[config.mk]
export PLATFORM = sky130hd
export DESIGN_NAME = pc_fetch_ctrl
export DESIGN_NICKNAME = d
export VERILOG_FILES = /design/src/rtl/pc_fetch_ctrl_pkg.sv /design/src/rtl/pc_fetch_ctrl_gmux16.sv /design/src/rtl/pc_fetch_ctrl.sv
export SDC_FILE = /design/constraint.sdc
export NUM_CORES = 1
export LEC_CHECK = 0
export ABC_AREA = 1
export CAP_MARGIN = 10
export CORE_MARGIN = 2
export CORE_UTILIZATION = 46
export DETAILED_ROUTE_END_ITERATION = 6
export GPL_ROUTABILITY_DRIVEN = 0
export PLACE_DENSITY_LB_ADDON = 0.05
export REMOVE_ABC_BUFFERS = 1
export SLEW_MARGIN = 25
export SYNTH_ARGS = -nofsm -noshare
export SYNTH_HDL_FRONTEND = slang
export SYNTH_SLANG_ARGS = --single-unit
[constraint.sdc]
create_clock -name clk -period 3.15 [get_ports clk]
set_input_delay 0.4725 -clock clk [delete_from_list [all_inputs] [get_ports clk]]
set_output_delay 0.4725 -clock clk [all_outputs]
set_load 0.01 [all_outputs]
[src/rtl/pc_fetch_ctrl_pkg.sv]
// ============================================================================
// Module : pc_fetch_ctrl_pkg
// Brief  : Shared state encoding and default reset vector for the PC/fetch block.
// Rev    : 1.0  initial release
// ============================================================================
`default_nettype none

package pc_fetch_ctrl_pkg;

  localparam logic [15:0] c_RESET_VEC = 16'h0000;

  typedef enum logic [1:0] {
    IDLE = 2'd0,
    REQ  = 2'd1,
    HOLD = 2'd2
  } state_t;

endpackage : pc_fetch_ctrl_pkg

`default_nettype wire

[src/rtl/pc_fetch_ctrl_gmux16.sv]
// ============================================================================
// Module : gmux16
// Brief  : Two-way word multiplexer; y = sel ? b : a.
// Rev    : 1.0  initial release
// ============================================================================
`default_nettype none

module gmux16 #(
  parameter int unsigned WIDTH = 16
) (
  input  logic [WIDTH-1:0] a,
  input  logic [WIDTH-1:0] b,
  input  logic             sel,
  output logic [WIDTH-1:0] y
);

  assign y = sel ? b : a;

endmodule : gmux16

`default_nettype wire

[src/rtl/pc_fetch_ctrl.sv]
// ============================================================================
// Module : pc_fetch_ctrl
// Brief  : Program counter plus single-outstanding instruction fetch sequencer.
// Rev    : 1.0  initial release
// ============================================================================
`default_nettype none

module pc_fetch_ctrl
  import pc_fetch_ctrl_pkg::*;
#(
  parameter int unsigned       WIDTH     = 16,
  parameter logic [WIDTH-1:0]  RESET_VEC = WIDTH'(c_RESET_VEC),
  parameter int unsigned       STEP      = 1
) (
  input  logic             clk,
  input  logic             rst_n,
  input  logic             en,
  input  logic             jump,
  input  logic [WIDTH-1:0] jump_addr,
  output logic             mem_req,
  output logic [WIDTH-1:0] mem_addr,
  input  logic             mem_ack,
  input  logic [WIDTH-1:0] mem_rdata,
  output logic             instr_valid,
  output logic [WIDTH-1:0] instr,
  input  logic             instr_ready,
  output logic [WIDTH-1:0] pc
);

  state_t           r_state;
  state_t           w_state_nxt;
  logic [WIDTH-1:0] r_pc;
  logic [WIDTH-1:0] r_instr;
  logic [WIDTH-1:0] w_pc_inc;
  logic [WIDTH-1:0] w_pc_sel;
  logic             w_retire;
  logic             w_capture;

  // Increment truncates to WIDTH, so the top address wraps to zero.
  assign w_pc_inc = r_pc + WIDTH'(STEP);

  gmux16 #(
    .WIDTH (WIDTH)
  ) u_next_pc_mux (
    .a   (w_pc_inc),
    .b   (jump_addr),
    .sel (jump),
    .y   (w_pc_sel)
  );

  assign w_retire  = (r_state == HOLD) && instr_ready;
  assign w_capture = (r_state == REQ)  && mem_ack;

  always_comb begin
    w_state_nxt = r_state;
    case (r_state)
      IDLE:    if (en && !jump) w_state_nxt = REQ;
      REQ:     if (mem_ack)     w_state_nxt = HOLD;
      HOLD:    if (instr_ready) w_state_nxt = en ? REQ : IDLE;
      default: w_state_nxt = IDLE;
    endcase
  end

  always_ff @(posedge clk or negedge rst_n) begin
    if (!rst_n) begin
      r_state <= IDLE;
      r_pc    <= RESET_VEC;
      r_instr <= '0;
    end else begin
      r_state <= w_state_nxt;
      // A jump while idle only redirects the PC; no fetch is started.
      if ((r_state == IDLE) && jump) begin
        r_pc <= jump_addr;
      end else if (w_retire) begin
        r_pc <= w_pc_sel;
      end
      if (w_capture) begin
        r_instr <= mem_rdata;
      end
    end
  end

  assign mem_req     = (r_state == REQ);
  assign instr_valid = (r_state == HOLD);
  assign mem_addr    = r_pc;
  assign instr       = r_instr;
  assign pc          = r_pc;

endmodule : pc_fetch_ctrl

`default_nettype wire

# After elaboration in Yosys (flattened, before gate mapping)
# Cells that the tools add are included.
# word_totals
wordCells,25
output_inout_bits,50
inputBits,38
reg_bits,34
# op_classes
n_eq_ne,5
reduce_logical,8
mux,8
addsub,1
# op_table
cell,n
$mux 16,3
$add 16x1->16 const B,1
$mux 2,3
$pmux 2 s3,1
$logic_and 1x1->1,4
$ne 2x1->1 const B,2
$reduce_and 3->1,1
$eq 2x1->1 const B,1
$eq 2x2->1 const B,1
$logic_not 2->1,1
$ne 2x2->1 const B,1
$reduce_bool 2->1,1
$logic_not 1->1,1
$mux 1,1

# Depth between registers and ports, before layout
# Gate-level depths: netlist of the first run.
# logic_depth
depth_word,4
ltp_mapped,9
depth_no_buf,9

# Cells and area by module
# From an unflattened synthesis of the first run, not the netlist that was laid out.
# unflattened
hier_cells,347
hier_area_um2,2449.8
# modules_own_cells
mod,area_per_inst_um2,seq_area_each_um2,cells_per_inst,instances
pc_fetch_ctrl,2205.9,850.8,295,1
gmux16,244.0,0.0,52,1

# Worst setup path before layout of the first run
# No wires, ideal clock.
# synth_path
kind,register -> register
start,register r_pc[1] (netlist: mem_addr[1])
end,register r_pc[10] (netlist: mem_addr[10])
required_ns,3.033
setup_time_ns,0.117
arrival_time_ns,1.268
period_less_slack_ns,1.385
n_path_buf,0
path_stages_with_launch,9
path_slack_ns,1.765
cell_sequence,dfrtp_1 > ha_1 > nand3_2 > nor2_4 > nand2_2 > o21ai_1 > nand2_1 > o21ai_1 > inv_1
# synth_between
elab_chain_cells,4
# synth_lines
element,line,text
start: declaration,pc_fetch_ctrl.sv:32,logic [WIDTH-1:0] r_pc;
start signal: assignment,pc_fetch_ctrl.sv:73,r_pc <= jump_addr;
start signal: assignment,pc_fetch_ctrl.sv:75,r_pc <= w_pc_sel;
$add 16x1->16,pc_fetch_ctrl.sv:40,assign w_pc_inc = r_pc + WIDTH'(STEP);
$mux 16,pc_fetch_ctrl_gmux16.sv:17,assign y = sel ? b : a;
$mux 16,pc_fetch_ctrl.sv:74,end else if (w_retire) begin
$mux 16,pc_fetch_ctrl.sv:72,if ((r_state == IDLE) && jump) begin
# Every way passes these cells. The select of a mux whose other input is x is not followed.
# A chain may end at the register's enable or synchronous reset.

# Worst setup path in the final report of the first run
# layout_path
start,input port jump
end,register r_pc[9] (netlist: mem_addr[9])
# layout_between
elab_chain_cells,3
word_cells_on_any_way,5
cone_classes,3 x mux; 2 x reduce/logical
# layout_lines
element,line,text
start: declaration,pc_fetch_ctrl.sv:18,"input logic jump,"
$mux 16,pc_fetch_ctrl_gmux16.sv:17,
$mux 16,pc_fetch_ctrl.sv:74,
$mux 16,pc_fetch_ctrl.sv:72,
# Parallel ways exist; a longest one is shown, timed or not. The select of a mux whose other input is x is not followed.

==> results of run 1 <==
layout make-up:
class	instances	area (um^2)
Timing Repair Buffer	87	866
Clock inverter	2	37.5
Clock buffer	6	72.6
Multi-Input combinational cell	161	920
Tap cell	52	65.1
Inverter	22	85.1
Sequential cell	34	851
Fill cell	373	1400
per-layer routing:
layer / track usage / vias to the layer above
li1: - / 904
met3: 0.0736 / 4
met1: 0.243 / 837
met2: 0.312 / 70
met4: 0.0449 / 0
met5: 0 / -
power groups by stage:
stage,registers [uW],logic [uW],clock network [uW]
final,901,1560,399
after CTS,903,1580,409
after floorplan,1020,629,0
after detailed placement,905,1580,0
after global routing,943,1710,426
after global placement,899,1560,0
cells in the mapped netlist, types with 2 or more instances:
cell type  count  area share
dfrtp_1       34        0.42
nand3_1       17       0.042
o21ai_0        6       0.015
inv_1         19       0.035
buf_4         17       0.063
nand3_2        2      0.0099
nor2_4         2       0.011
mux2_4         9       0.067
nand2_4        2       0.011
mux2_2         7       0.039
nand2_2        2      0.0062
buf_2          3      0.0074
nand2_1       54        0.10
nand4_1        5       0.015
a21oi_1       11       0.027
nor2_1        24       0.045
nor2_2         7       0.022
inv_2          2      0.0037
o21ai_1        4      0.0099
through the flow:
step	utilization	power [uW]	setup WS, ns	hold slack [ns]	std cells
after floorplan	-	1650	1.70	0.177	217
after global placement	0.649	2460	0.906	0.486	356
after detailed placement	0.649	2480	0.867	0.490	356
after CTS	0.675	2890	1.17	0.279	364
after global routing	0.675	3070	1.00	0.324	364
final	0.675	2870	1.15	0.251	364
worst max-delay path by stage:
stage | startpoint | endpoint | slack, ns
after global placement | jump | mem_addr[9] | 0.91
after global routing | jump | mem_addr[9] | 1.00
after detailed placement | jump | mem_addr[9] | 0.87
after CTS | r_state[1] | instr_valid | 1.17
final | jump | mem_addr[9] | 1.15
after floorplan | mem_addr[1] | mem_addr[10] | 1.70
sequential cells by signal, summed over array words and instances, names as in the netlist:
signal	cells
instr	16
mem_addr	16
r_state	2
kinds of logic after synthesis:
kind of cell / after synthesis
xor gates and xnor gates: 1
DFF: 34
adders and majority gates: 1
muxes: 16
buffers and inverters: 44
AOI/OAI and AO/OA: 27
and+or+nand+nor: 116
==> flow_metrics.env, run 1 <==
export IMPL_maxCapViolCount=0
export IMPL_drt_iter0_markers=93
export IMPL_cts_tree="done"
export IMPL_dr_wl_met2_mm=2.09
export IMPL_crit_path_start_kind="input pin"
export IMPL_synth_distinct_cells=31
export IMPL_skew_ns=0.00242
export IMPL_cts_buffers=5
export IMPL_relSlewSlack=0.501
export IMPL_timing_setup_tns_ns=0
export IMPL_cts_resized=0
export IMPL_htree_levels=2
export IMPL_die_w_um=70.3
export IMPL_cts_hold_buf=0
export IMPL_crit_required_ns=3.33
export IMPL_place_area_um2=2790
export IMPL_muxShareOfSynthArea=0.106
export IMPL_fmax_mhz=501
export IMPL_crit_cells=7
export IMPL_syn_area_per_cell_um2=8.47
export IMPL_via_per_inst=4.99
export IMPL_overflow=0
export IMPL_drv_slew=0
export IMPL_crit_path_max_fanout=26
export IMPL_crit_path_frequent_cell="nand2_1"
export IMPL_clk_pin_slew_ns=0.07
export IMPL_p_switching_uw=1090
export IMPL_seqPwrFrac=0.315
export IMPL_power_density_nw_per_um2=989
export IMPL_totalWireLength_mm=4.47
export IMPL_status="finished clean"
export IMPL_critPathSlowestCell="clkdlybuf4s50_1"
export IMPL_drive_gt1_frac=0.138
export IMPL_hpwl_mm=3.24
export IMPL_p_clk_frac=0.139
export IMPL_ys_async_sr_fraction=1.00
export IMPL_grt_max_degree=35
export IMPL_clkLatencyLatePin_ns=0.28
export IMPL_final_area_um2=2900
export IMPL_mostFrequentLayoutCells="86 x clkdlybuf4s50_1, 54 x nand2_1, 34 x dfrtp_1"
export IMPL_start_util=0.471
export IMPL_yosys_register_bits=34
export IMPL_wl_met3_um=418
export IMPL_die_y_um=70.3
export IMPL_leakage_uw=0.00132
export IMPL_crit_arrival_ns=2.18
export IMPL_area_growth_pct=43.1
export IMPL_grt_usage=0.193
export IMPL_clockBufferDepth=2
export IMPL_crit_type="in -> reg"
export IMPL_synth_adder_area_share=0.00618
export IMPL_grt_pass1_wl_mm=7.70
export IMPL_synth_top_family_by_area="simple AND/OR/NAND/NOR gates"
export IMPL_power_internal_uw=1780
export IMPL_final_common_cell="clkdlybuf4s50_1"
export IMPL_rsz0062_at_grt="no"
export IMPL_finalHoldViolations=0
export IMPL_syn_inst=239
export IMPL_ant_nets=0
export IMPL_clkSinkCount=34
export IMPL_fin_nets=350
export IMPL_drt_first_pass_iters=4
export IMPL_hold_path_class="in -> async"
export IMPL_post_cts_setup_buffer_count=0
export IMPL_vdd_drop_max_v=0.000610
export IMPL_finalWorstPathRequiredPeriod_ns=2.00
export IMPL_r2r_start="mem_addr[0]"
export IMPL_synth_cell_area_um2=2020
export IMPL_crit_chain="clkdlybuf4s50_1 > inv_2 > or2_2 > nand2_1 > nand2_1 > nand2_1 > inv_1"
export IMPL_routed_via_count=1815
export IMPL_wl_met1_mm=1.93
export IMPL_r2r_end="mem_addr[10]"
export IMPL_synthFlopType="dfrtp_1"
export IMPL_synth_edf_count=0
export IMPL_max_stage_delay_ns=0.82
export IMPL_ys_seq_area_frac=0.420
export IMPL_critPathTopFamily="buffers and inverters"
export IMPL_die_area_um2=4950
export IMPL_synth_compound_area_frac=0.0729
export IMPL_reg2regPathDepth=8
export IMPL_antenna_found_initial=0
export IMPL_swShare=0.380
export IMPL_p_comb_frac=0.546
export IMPL_drc=0
export IMPL_yosys_warnings=0
export IMPL_tightestPinTransition_ns=0.748
export IMPL_diodes=0
export IMPL_root_buffer="clkbuf_8"
export IMPL_r2r_slack_ns=1.63
export IMPL_routedWlPerCell_um=12.3
export IMPL_critPathCaptureType="register"
export IMPL_grt_pass1_vias=1686
export IMPL_setup_viol=0
export IMPL_num_io_pins=88
export IMPL_portBuffers=87
export IMPL_min_period_over_period=0.634
export IMPL_top_layer="met4"
export IMPL_synth_xor_area_frac=0.00433
export IMPL_fp_row_count=24
export IMPL_synthSimpleGateAreaFrac=0.265
export IMPL_core_area_um2=4290
export IMPL_worst_path_buf_inv=3
(Power assumes the default switching activity.)
==> run 2: changes to the inputs <==
- CORE_UTILIZATION: 46 -> 38
- clock period: 3.15 -> 1.8 ns (I/O delays scaled with it)
==> run 2 against run 1 <==
- sequential share of layout area shrank 0.46 points
- clock-buffer cell count up 1
- clock skew increased by 0.0069 ns
- worst setup slack got worse by 1.1 ns
- critical path type is now reg -> out
- largest power group unchanged
==> flow_metrics.env, run 2 (synthesis gave the netlist of run 1 again) <==
export IMPL_clkLatencyLatePin_ns=0.29
export IMPL_hold_path_class="in -> async"
export IMPL_drc=0
export IMPL_ant_nets=0
export IMPL_drt_iter0_markers=67
export IMPL_leakage_uw=0.00134
export IMPL_hpwl_mm=3.62
export IMPL_num_io_pins=88
export IMPL_drv_slew=0
export IMPL_critPathCaptureType="output pin"
export IMPL_grt_pass1_wl_mm=8.58
export IMPL_core_area_um2=5140
export IMPL_skew_ns=0.00932
export IMPL_routedWlPerCell_um=12.6
export IMPL_critPathSlowestCell="clkdlybuf4s50_1"
export IMPL_crit_chain="inv_1 > nor2_1 > clkdlybuf4s50_1"
export IMPL_relSlewSlack=0.703
export IMPL_htree_levels=2
export IMPL_vdd_drop_max_v=0.000829
export IMPL_clockBufferDepth=2
export IMPL_maxCapViolCount=0
export IMPL_drive_gt1_frac=0.157
export IMPL_clkSinkCount=34
export IMPL_power_density_nw_per_um2=1680
export IMPL_cts_buffers=5
export IMPL_crit_type="reg -> out"
export IMPL_totalWireLength_mm=4.89
export IMPL_timing_setup_tns_ns=0
export IMPL_crit_path_max_fanout=4
export IMPL_grt_usage=0.177
export IMPL_finalWorstPathRequiredPeriod_ns=1.71
export IMPL_cts_hold_buf=0
export IMPL_r2r_slack_ns=0.28
export IMPL_antenna_found_initial=0
export IMPL_final_common_cell="clkdlybuf4s50_1"
export IMPL_crit_arrival_ns=1.44
export IMPL_clk_pin_slew_ns=0.07
export IMPL_crit_cells=3
export IMPL_fillers=520
export IMPL_routed_via_count=1798
export IMPL_max_stage_delay_ns=0.56
export IMPL_critPathTopFamily="buffers and inverters"
export IMPL_min_period_over_period=0.952
export IMPL_grt_max_degree=35
export IMPL_diodes=0
export IMPL_cp_endpoint="instr_valid"
export IMPL_post_cts_setup_buffer_count=0
export IMPL_die_area_um2=5930
export IMPL_overflow=0
export IMPL_setup_viol=0
export IMPL_mostFrequentLayoutCells="86 x clkdlybuf4s50_1, 54 x nand2_1, 33 x dfrtp_1"
export IMPL_finalHoldViolations=0
export IMPL_portBuffers=87
export IMPL_reg2regPathDepth=8
export IMPL_tightestPinTransition_ns=0.445
export IMPL_crit_required_ns=1.53
export IMPL_die_w_um=77.0
export IMPL_drt_first_pass_iters=4
export IMPL_status="finished clean"
export IMPL_cts_tree="done"
export IMPL_root_buffer="clkbuf_8"
export IMPL_die_y_um=77.0
export IMPL_worst_path_buf_inv=2
export IMPL_fin_nets=356
export IMPL_rsz0062_at_grt="no"
export IMPL_r2r_start="mem_addr[0]"
export IMPL_via_per_inst=4.63
export IMPL_fp_row_count=26
export IMPL_area_growth_pct=45.6
export IMPL_grt_pass1_vias=1848
export IMPL_r2r_end="mem_addr[10]"
export IMPL_start_util=0.394
export IMPL_startpoint="r_state[1]"
export IMPL_crit_path_start_kind="register"
export IMPL_hold_ws_ns=0.000372
export IMPL_fmax_mhz=584
run 2: cell count changes in the layout (fill, tap and decap cells not counted):
cell,change
buf_4,+6
clkbuf_8,+1
dfrtp_1,-1
dfrtp_2,+1
clkinv_2,+1
clkinvlp_4,-1
bufinv_16,-1
run 2: stage by stage:
stage | area (um^2) | total power [uW] | utilization | std cells | setup WS, ns
after floorplan | 1860 | 2880 | - | 217 | 0.347
after global placement | 2850 | 4350 | 0.555 | 380 | 0.213
after detailed placement | 2850 | 4390 | 0.555 | 380 | 0.189
after CTS | 2950 | 5010 | 0.573 | 388 | 0.0197
after global routing | 2950 | 5360 | 0.573 | 388 | 0.0294
final | 2950 | 4940 | 0.573 | 388 | 0.0869
run 2: power breakdown:
group	switching (uW)	internal, uW
clock	283	309
combinational	1210	1560
sequential	424	1160
total	1910	3030
run 2: timing repair:
item | CTS | global route
gates resized for setup | 0 | 1
setup endpoints to repair | 0 | 1
endpoints found under the hold margin | 0 | 0
run 2: routing by layer:
metal	GRT usage	wire length, um
met1	0.210	2100
met2	0.313	2480
met3	0.0506	267
met4	0.0482	46
met5	0	0
run 2: worst min-delay path by stage:
stage,slack [ns],cells past startpoint,end
after floorplan,-0.03,0,instr[0]
after global placement,0.33,2,mem_addr[0]
after detailed placement,0.34,2,mem_addr[2]
after CTS,0.02,2,mem_addr[2]
after global routing,0.04,2,mem_addr[2]
final,0.0004,2,mem_addr[2]
run 2: cell type report:
class                           count  area [um^2]  area share
Clock inverter                      1         5.00     0.00170
Inverter                           22         85.1      0.0289
Multi-Input combinational cell    161          920       0.312
Sequential cell                    34          852       0.289
Timing Repair Buffer               93          911       0.309
Clock buffer                        7         86.3      0.0293
Tap cell                           70         87.6      0.0297
run 2: worst register-to-register path, stage by stage, from the launching register on:
cell     delay [ns]
dfrtp_1        0.44
ha_1           0.24
nand3_2        0.12
nor2_4         0.23
nand2_2        0.08
o21ai_1        0.12
nand2_1        0.06
o21ai_1        0.07
inv_1          0.05
==> run 3: changes to the inputs <==
- SETUP_SLACK_MARGIN: default -> 0.02
==> run 3 against run 2 <==
- utilization barely moved
- sequential share of layout area barely moved
- maximum frequency rose by 1.4%
- clock skew did not move
- clock power barely moved
- clock-buffer cell count did not move
- critical path depth fell by 1
- first-iteration DRC count did not move
- global-route usage did not move
- routed wire length did not move
- register-to-register slack barely moved
==> flow_metrics.env, run 3 (synthesis gave the netlist of run 1 again) <==
export IMPL_skew_ns=0.00932
export IMPL_grt_pass1_vias=1848
export IMPL_place_inst=380
export IMPL_crit_required_ns=1.53
export IMPL_die_area_um2=5930
export IMPL_maxCapViolCount=0
export IMPL_multi_input_area_um2=920
export IMPL_clockBufferDepth=2
export IMPL_critPathCaptureType="output pin"
export IMPL_tightestPinTransition_ns=0.445
export IMPL_crit_arrival_ns=1.42
export IMPL_final_util=0.573
export IMPL_min_period_over_period=0.938
export IMPL_htree_levels=2
export IMPL_final_area_um2=2940
export IMPL_clkLatencyLatePin_ns=0.29
export IMPL_area_growth_pct=45.4
export IMPL_clkSinkCount=34
export IMPL_overflow=0
export IMPL_root_buffer="clkbuf_8"
export IMPL_cts_buffers=5
export IMPL_die_y_um=77.0
export IMPL_grt_max_degree=35
export IMPL_rsz0062_at_grt="no"
export IMPL_portBuffers=87
export IMPL_ff_latch_area_um2=851
export IMPL_die_w_um=77.0
export IMPL_drc=0
export IMPL_crit_type="reg -> out"
export IMPL_totalWireLength_mm=4.89
export IMPL_reg2regPathDepth=8
export IMPL_mostFrequentLayoutCells="85 x clkdlybuf4s50_1, 54 x nand2_1, 34 x dfrtp_1"
export IMPL_diodes=0
export IMPL_seqPwrFrac=0.320
export IMPL_routed_via_count=1798
export IMPL_drt_first_pass_iters=4
export IMPL_swShare=0.388
export IMPL_core_area_um2=5140
export IMPL_final_common_cell="clkdlybuf4s50_1"
export IMPL_ant_nets=0
export IMPL_drt_iter0_markers=67
export IMPL_via_per_inst=4.63
export IMPL_power_density_nw_per_um2=1680
export IMPL_fmax_mhz=592
export IMPL_cts_hold_buf=0
export IMPL_hpwl_mm=3.62
export IMPL_power_internal_uw=3020
export IMPL_grt_usage=0.177
export IMPL_p_clk_frac=0.120
export IMPL_cts_tree="done"
export IMPL_antenna_found_initial=0
export IMPL_fp_row_count=26
export IMPL_drive_gt1_frac=0.154
export IMPL_grt_pass1_wl_mm=8.58
export IMPL_hold_path_class="in -> async"
export IMPL_vdd_drop_max_v=0.000828
export IMPL_final_cells=388
export IMPL_fillers=521
export IMPL_place_area_um2=2850
export IMPL_num_io_pins=88
export IMPL_routedWlPerCell_um=12.6
export IMPL_p_switching_uw=1910
export IMPL_timing_setup_tns_ns=0
export IMPL_leakage_uw=0.00135
export IMPL_drv_slew=0
export IMPL_clk_pin_slew_ns=0.07
export IMPL_finalHoldViolations=0
export IMPL_relSlewSlack=0.703
export IMPL_start_util=0.394
export IMPL_status="finished clean"
export IMPL_p_comb_frac=0.560
export IMPL_crit_path_start_kind="register"
export IMPL_fin_nets=356
export IMPL_crit_path_max_fanout=4
export IMPL_finalWorstPathRequiredPeriod_ns=1.69
export IMPL_setup_viol=0
export IMPL_post_cts_setup_buffer_count=0
==> run 3: what timing repair did <==
| action | in CTS | in global routing |
|---|---|---|
| setup endpoints to repair | 1 | 0 |
| gates resized for setup | 1 | 0 |
| endpoints found under the hold margin | 0 | 0 |
==> run 3: final timing paths <==
kind                             start            to  slack, ns
max                         r_state[1]       mem_req       0.11
min reg2reg                  instr[12]     instr[12]       0.51
min in group clk             instr[12]     instr[12]       0.51
max reg2reg                mem_addr[0]  mem_addr[10]       0.28
min                              rst_n   mem_addr[2]     0.0004
max in group asynchronous        rst_n      instr[3]       1.47
==> run 3: layer usage <==
metal	GRT usage	vias to the layer above	wire, um
met5	0	-	0
met2	0.313	51	2480
met1	0.210	833	2100
met3	0.0506	6	267
met4	0.0482	0	46
li1	-	908	-
==> run 3: critical path: stages, from the launching register on <==
cell,delay (ns)
dfrtp_1,0.43
nor2_4,0.16
clkdlybuf4s50_1,0.54
==> run 3: cell type report <==
class                      instances  share of cell area
clock buffer                       7              0.0293
clock inverter                     1             0.00170
inverter                          22              0.0289
multi-input combinational        161               0.312
sequential                        34               0.289
tap                               70              0.0297
timing repair buffer              93               0.309
==> run 3: per-stage QoR <==
step	total power (uW)	setup slack [ns]	hold slack, ns
floorplan	2880	0.347	-0.0256
global placement	4350	0.213	0.335
detailed placement	4390	0.189	0.337
CTS	5000	0.0935	0.0209
global route	5350	0.0468	0.0387
finish	4930	0.111	0.000393
==> run 3: power groups by stage <==
stage          registers (uW)  logic [uW]  clock network (uW)
5_1_grt                  1660        3040                 660
6_report                 1580        2760                 592
3_5_place_dp             1590        2800                   0
2_1_floorplan            1780        1100                   0
4_1_cts                  1590        2800                 614
3_3_place_gp             1580        2780                   0
